## config.mk

```make
export PLATFORM = sky130hd
export DESIGN_NAME = imem_loader
export DESIGN_NICKNAME = d
export VERILOG_FILES = /design/src/rtl/imem_loader_pkg.sv /design/src/rtl/imem_loader_byte_packer.sv /design/src/rtl/imem_loader.sv
export SDC_FILE = /design/constraint.sdc
export NUM_CORES = 1
export LEC_CHECK = 0
export CAP_MARGIN = 10
export CORE_MARGIN = 8
export CORE_UTILIZATION = 35
export CTS_CLUSTER_SIZE = 40
export DETAILED_ROUTE_END_ITERATION = 7
export PLACE_DENSITY_LB_ADDON = 0.3
export SLEW_MARGIN = 20
export SYNTH_ARGS = -nofsm -noshare
export SYNTH_HDL_FRONTEND = slang
export SYNTH_SLANG_ARGS = --single-unit
export TNS_END_PERCENT = 1
```

## constraint.sdc

```tcl
create_clock -name clock -period 6.9 [get_ports clock]
set_input_delay 1.38 -clock clock [delete_from_list [all_inputs] [get_ports clock]]
set_output_delay 1.38 -clock clock [all_outputs]
set_load 0.01 [all_outputs]
```

## src/rtl/imem_loader_pkg.sv

```systemverilog
// Shared types and constants for the instruction-memory boot loader.
// Holds the loader state encoding and the header/word byte counts.
package imem_loader_pkg;

    typedef enum logic [2:0] {
        IDLE,
        HDR,
        DATA,
        WRITE,
        CHK,
        DONE,
        ERR
    } state_t;

    localparam int HDR_BYTES  = 4;
    localparam int WORD_BYTES = 4;

endpackage

```

## src/rtl/imem_loader_byte_packer.sv

```systemverilog
// Little-endian byte packer: collects bytes into a 32-bit word.
// Ports: clock/reset, clear (restart at byte 0), load (byte accepted),
// last (index of final byte), byte_in; word (stored bytes merged with the
// byte being loaded this cycle), full (this load completes the word).
module byte_packer (
    input  logic        clock,
    input  logic        reset,
    input  logic        clear,
    input  logic        load,
    input  logic [1:0]  last,
    input  logic [7:0]  byte_in,
    output logic [31:0] word,
    output logic        full
);

    logic [1:0]  idx;
    logic [31:0] acc;

    // Word as it will look after this cycle's byte lands, so the
    // caller can act on the complete value on the completing edge.
    always_comb begin
        word = acc;
        if (load) begin
            word[{idx, 3'b000} +: 8] = byte_in;
        end
    end

    assign full = load && (idx == last);

    always_ff @(posedge clock or posedge reset) begin
        if (reset) begin
            idx <= '0;
            acc <= '0;
        end else if (clear) begin
            idx <= '0;
            acc <= '0;
        end else if (load) begin
            acc <= word;
            idx <= full ? 2'd0 : idx + 2'd1;
        end
    end

endmodule

```

## src/rtl/imem_loader.sv

```systemverilog
// Boot-time loader: byte stream -> 4-byte LE word count -> LE words
// written to instruction memory. Ports: clock, reset (async, high),
// start, byte_in/byte_valid/byte_ready stream, wr_en/wr_addr/wr_data
// memory write port, busy/done/error status, words_written count.
// Optional macro IMEM_LOADER_CHECKSUM_EN adds a trailing 4-byte sum check.
module imem_loader
    import imem_loader_pkg::*;
#(
    parameter int ADDR_W    = 15,
    parameter int BASE_ADDR = 0
) (
    input  logic              clock,
    input  logic              reset,
    input  logic              start,
    input  logic [7:0]        byte_in,
    input  logic              byte_valid,
    output logic              byte_ready,
    output logic              wr_en,
    output logic [ADDR_W-1:0] wr_addr,
    output logic [31:0]       wr_data,
    output logic              busy,
    output logic              done,
    output logic              error,
    output logic [ADDR_W:0]   words_written
);

    // Largest word count that fits between BASE_ADDR and the top of memory.
    localparam logic [32:0] LIMIT = 33'((64'd1 << ADDR_W) - 64'(BASE_ADDR));

    state_t          state;
    state_t          state_nx;
    logic            accept;
    logic            start_ok;
    logic            full;
    logic [1:0]      last;
    logic [31:0]     word;
    logic [ADDR_W:0] n_words;
    logic [ADDR_W:0] count_nx;

`ifdef IMEM_LOADER_CHECKSUM_EN
    logic [31:0]     sum;
    localparam state_t END_ST = CHK;
`else
    localparam state_t END_ST = DONE;
`endif

    assign accept   = byte_valid && byte_ready;
    assign start_ok = start && (state == IDLE || state == DONE || state == ERR);
    assign count_nx = words_written + 1'b1;
    assign last     = (state == HDR) ? 2'(HDR_BYTES - 1) : 2'(WORD_BYTES - 1);

    byte_packer u_packer (
        .clock   (clock),
        .reset   (reset),
        .clear   (start_ok),
        .load    (accept),
        .last    (last),
        .byte_in (byte_in),
        .word    (word),
        .full    (full)
    );

    always_ff @(posedge clock or posedge reset) begin
        if (reset) begin
            state <= IDLE;
        end else begin
            state <= state_nx;
        end
    end

    always_comb begin
        state_nx   = state;
        byte_ready = 1'b0;
        wr_en      = 1'b0;
        busy       = 1'b0;
        done       = 1'b0;
        error      = 1'b0;
        unique case (state)
            IDLE: begin
                if (start) state_nx = HDR;
            end
            HDR: begin
                byte_ready = 1'b1;
                busy       = 1'b1;
                if (full) begin
                    if (word == 32'd0) begin
                        state_nx = END_ST;
                    end else if ({1'b0, word} > LIMIT) begin
                        state_nx = ERR;
                    end else begin
                        state_nx = DATA;
                    end
                end
            end
            DATA: begin
                byte_ready = 1'b1;
                busy       = 1'b1;
                if (full) state_nx = WRITE;
            end
            WRITE: begin
                wr_en    = 1'b1;
                busy     = 1'b1;
                state_nx = (count_nx == n_words) ? END_ST : DATA;
            end
`ifdef IMEM_LOADER_CHECKSUM_EN
            CHK: begin
                byte_ready = 1'b1;
                busy       = 1'b1;
                if (full) state_nx = (word == sum) ? DONE : ERR;
            end
`endif
            DONE: begin
                done = 1'b1;
                if (start) state_nx = HDR;
            end
            ERR: begin
                error = 1'b1;
                if (start) state_nx = HDR;
            end
            default: state_nx = IDLE;
        endcase
    end

    always_ff @(posedge clock or posedge reset) begin
        if (reset) begin
            n_words       <= '0;
            words_written <= '0;
            wr_addr       <= '0;
            wr_data       <= '0;
`ifdef IMEM_LOADER_CHECKSUM_EN
            sum           <= '0;
`endif
        end else begin
            if (start_ok) begin
                words_written <= '0;
`ifdef IMEM_LOADER_CHECKSUM_EN
                sum           <= '0;
`endif
            end
            if (state == HDR && full) begin
                n_words <= word[ADDR_W:0];
            end
            // Address/data are latched as the word completes so they
            // are stable through WRITE and hold afterwards.
            if (state == DATA && full) begin
                wr_data <= word;
                wr_addr <= ADDR_W'(BASE_ADDR) + words_written[ADDR_W-1:0];
            end
            if (state == WRITE) begin
                words_written <= count_nx;
`ifdef IMEM_LOADER_CHECKSUM_EN
                sum           <= sum + wr_data;
`endif
            end
        end
    end

endmodule

```

==> reports/results.tsv <==
stage	metric	value	unit
status	status	completed	
synth	synthDominantAreaCellType	dfrtp_1	
flow_run	maxCapViolCount	0	
worst_setup_path	worst-r2r-cell-count	9	
timing	hold_violations	0	
layout	nFillCells	1488	
synth	synth.top_cell.area_share	51.4	%
power_and_ir_drop	int_power	1.59	mW
global_route	grt_pass1_vias	4452	
synth	postSynthCellCount	564	
global_route	antenna_found_initial	0	
synth	synthesis.area	5640	sq um
layout	multi_input_area	2550	sq um
cts	worst_setup_hold_path_clk_slew	0.05	ns
power_and_ir_drop	power.clock.fraction	34.8	%
worst_setup_path	startpoint_type	flip-flop	
power_and_ir_drop	switching_share	33.5	%
cts	clockBufferDepth	2	
die	floorplan.initialDensity	35.7	%
detailed_routing	wl_met1	6.25	mm
worst_setup_path	worst_setup_path_end_kind	output pin	
global_route	global_route.overflow_total	0	
die	die_h	143	um
detailed_routing	routed_via_density	5.28	
power_and_ir_drop	vdd_ir_drop_max	0.255	mV
cts	later_pin_clock_latency_in_the_skew_report	0.41	ns
worst_setup_path	crit_type	flip-flop to output pin	
worst_setup_path	cp.arrival	2.57	ns
timing	setup_tns	0	ns
worst_setup_path	worstReg2RegEnd	state[0]	
timing	final.min_clock_period	3.95	ns
timing	maxSlewViolCount	0	
detailed_routing	remaining_drc_errors	0	
global_route	grt_start_max_net_pins	68	
die	floorplan.core_area	15800	sq um
power_and_ir_drop	power.density	335	nW/um^2
timing	fmaxAchievable	253	MHz
power_and_ir_drop	finalPower	2.39	mW
hold_path	worstHoldEndpoint	wr_data[22]	
detailed_routing	highest_layer	met4	
synth	synth-edff-count	0	
placed_design	place_congestion	0.921	
power_and_ir_drop	power_switching	0.801	mW
timing	rsz_0062_raised_after_global_routing	false	
synth	synth.ff_latch_count	116	
die	io_pins	80	
synth	ys.flop_type	dfrtp_1	
placed_design	placement.io_buffers	79	
hold_path	min_path_cells	2	
placed_design	detailed_place_hpwl	10.3	mm
timing	fin_skew	0.00689	ns
cts	post_cts_resized	0	
timing	final_critical_path_share_of_the_clock_period	57.2	%
detailed_routing	final_antenna_net_count	0	
hold_path	worstHoldPathType	flip-flop to flip-flop	
cts	cts_sink_cnt	116	
synth	syn_nets	582	
synth	yosys-top-cells-area	dfrtp_1, a22o_1, o21ai_0	
synth	post_synth_num_cell_types	58	
cts	cts_max_level	4	
layout	flow.area_growth_from_synthesis	26.5	%
global_route	grt_usage	14.9	%
die	die_w	143	um
die	total_number_of_placement_rows	46	
layout	fraction_of_final_layout_cells_with_drive_strength_greater_than_1	10.3	%
synth	seq_total_area_yosys	51.4	%
layout	count_of_inserted_antenna_diode_cells	0	
detailed_routing	met3WireLength	777	um
power_and_ir_drop	p_comb_share	28.1	%
detailed_routing	post_drt_wl_per_cell	17.0	um
synth	synthesis.area_per_instance	10.0	sq um
timing	final-setup-viol-count	0	
detailed_routing	drt_pass1_iterations	4	
cts	postCtsSetupRepairBufs	0	
detailed_routing	vias	4516	
cts	cts_tree	built	
worst_setup_path	worst_path_required	5.52	ns
die	floorplan.die_area	20400	sq um
detailed_routing	dr.first_iter.drc_count	303	
hold_path	min_from	wr_data[22]	
cts	tritoncts.num_buffers	17	
cts	root_buffer	clkbuf_16	
worst_setup_path	setup.reg_to_reg.worst_slack	3.61	ns
worst_setup_path	crit_path_max_fanout	24	
synth	postSynth.asyncResetShare	100	%
cts	holdBufCountCts	0	
layout	design.final.nets	644	
worst_setup_path	r2r_start	u_packer.idx[0]	
power_and_ir_drop	p_leak	3.06	nW
timing	slew_headroom	31.9	%
detailed_routing	route.final.wire_length	14.5	mm
timing	tightest_slew	1.02	ns
power_and_ir_drop	pwr-share-seq	37.1	%
synth	yosys_warnings	0	
global_route	wire_length_of_the_first_global_routing_pass	23.7	mm
detailed_routing	met2_length	7.24	mm
layout	regArea	2900	sq um
==> synth_stat cells (3+ instances only) <==
| library cell | n |
|---|---|
| a22oi_1 | 18 |
| nand3_1 | 11 |
| ha_1 | 6 |
| xor2_1 | 10 |
| mux2_2 | 14 |
| inv_1 | 7 |
| a22o_1 | 33 |
| o31ai_1 | 6 |
| and2_1 | 4 |
| or4_1 | 3 |
| nand4_1 | 3 |
| dfrtp_1 | 116 |
| buf_2 | 12 |
| o21a_1 | 4 |
| o21ai_0 | 57 |
| buf_4 | 3 |
| a21oi_1 | 32 |
| nor2b_1 | 4 |
| nor2_1 | 42 |
| nor4_1 | 10 |
| clkbuf_1 | 23 |
| and3_1 | 8 |
| nor3_1 | 4 |
| o21ai_1 | 6 |
| xnor2_1 | 16 |
| and3b_1 | 3 |
| nand2_1 | 73 |
==> per-stage QoR <==
| step | utilization, % | hold slack, ns | area [sq um] | cells | setup WS [ns] |
|---|---|---|---|---|---|
| CTS | 45.1 | 0.482 | 7140 | 855 | 2.94 |
| detailed placement | 41.5 | 0.470 | 6570 | 823 | 2.83 |
| floorplan | - | 0.466 | 5640 | 564 | 2.45 |
| finish | 45.1 | 0.476 | 7140 | 855 | 2.95 |
| global route | 45.1 | 0.505 | 7140 | 855 | 2.81 |
| global placement | 41.5 | 0.461 | 6560 | 823 | 2.92 |
==> kinds of logic (layout without fill, tap and decap cells) <==
group	Yosys count	count (layout)	share of synthesized area [%]
AND/OR/NAND/NOR	181	181	16.4
flip-flops	116	116	51.4
XOR/XNOR	28	28	4.74
multiplexers	14	14	2.79
adder cells (fa/ha/maj)	6	6	1.33
AO/OA/AOI/OAI	172	172	19.7
buffers and inverters	47	122	3.59
==> layer usage <==
metal,vias up,global-route usage (%)
li1,2166,-
met2,115,24.5
met3,19,4.07
met4,0,6.21
met5,-,0
met1,2216,17.9
==> power by group through the flow <==
stage	Sequential [mW]	Combinational, mW	Clock, mW
after floorplan	0.857	0.510	0
after global placement	0.892	0.651	0
after detailed placement	0.896	0.667	0
after CTS	0.885	0.673	0.846
after global routing	0.900	0.740	0.880
final	0.887	0.672	0.831
==> placed cells by master (no fill, tap or decap), drive strengths merged, types with 11 or more instances in the layout <==
cell type,count
xnor2,16
clkdlybuf4s50,79
xor2,11
nor4,11
nand3,12
a22o,33
nand2,73
mux2,14
clkbuf,20
dfrtp,116
nor2,42
o21ai,63
a22oi,19
a21oi,32
==> final cells by class <==
| class | count | area share [%] |
|---|---|---|
| clock buffer | 20 | 6.54 |
| inverter | 7 | 0.403 |
| clock inverter | 12 | 1.47 |
| sequential | 116 | 40.7 |
| tap | 216 | 3.78 |
| multi-input combinational | 401 | 35.7 |
| timing repair buffer | 83 | 11.5 |
==> worst max path at each step <==
stage | start | to | slack (ns) | cells after the start
6_report | state[1] | wr_en | 2.95 | 5
5_1_grt | state[1] | wr_en | 2.81 | 5
4_1_cts | state[1] | wr_en | 2.94 | 5
3_5_place_dp | byte_valid | state[0] | 2.83 | 8
3_3_place_gp | byte_valid | state[0] | 2.92 | 6
2_1_floorplan | reset | n_words[0] | 2.45 | 1
==> worst max-delay path, cell delays in order, from the launching register on <==
cell             delay [ns]
dfrtp_1                0.65
nor2b_1                0.29
nand2_1                0.09
buf_4                  0.24
inv_1                  0.28
clkdlybuf4s50_1        0.60
==> flip-flops by register name, summed over array words and instances, names as in the netlist <==
name,count
wr_addr,15
u_packer.idx,2
n_words,16
wr_data,32
state,3
u_packer.acc,32
words_written,16
Note: power is estimated with default switching activity, not from simulation.
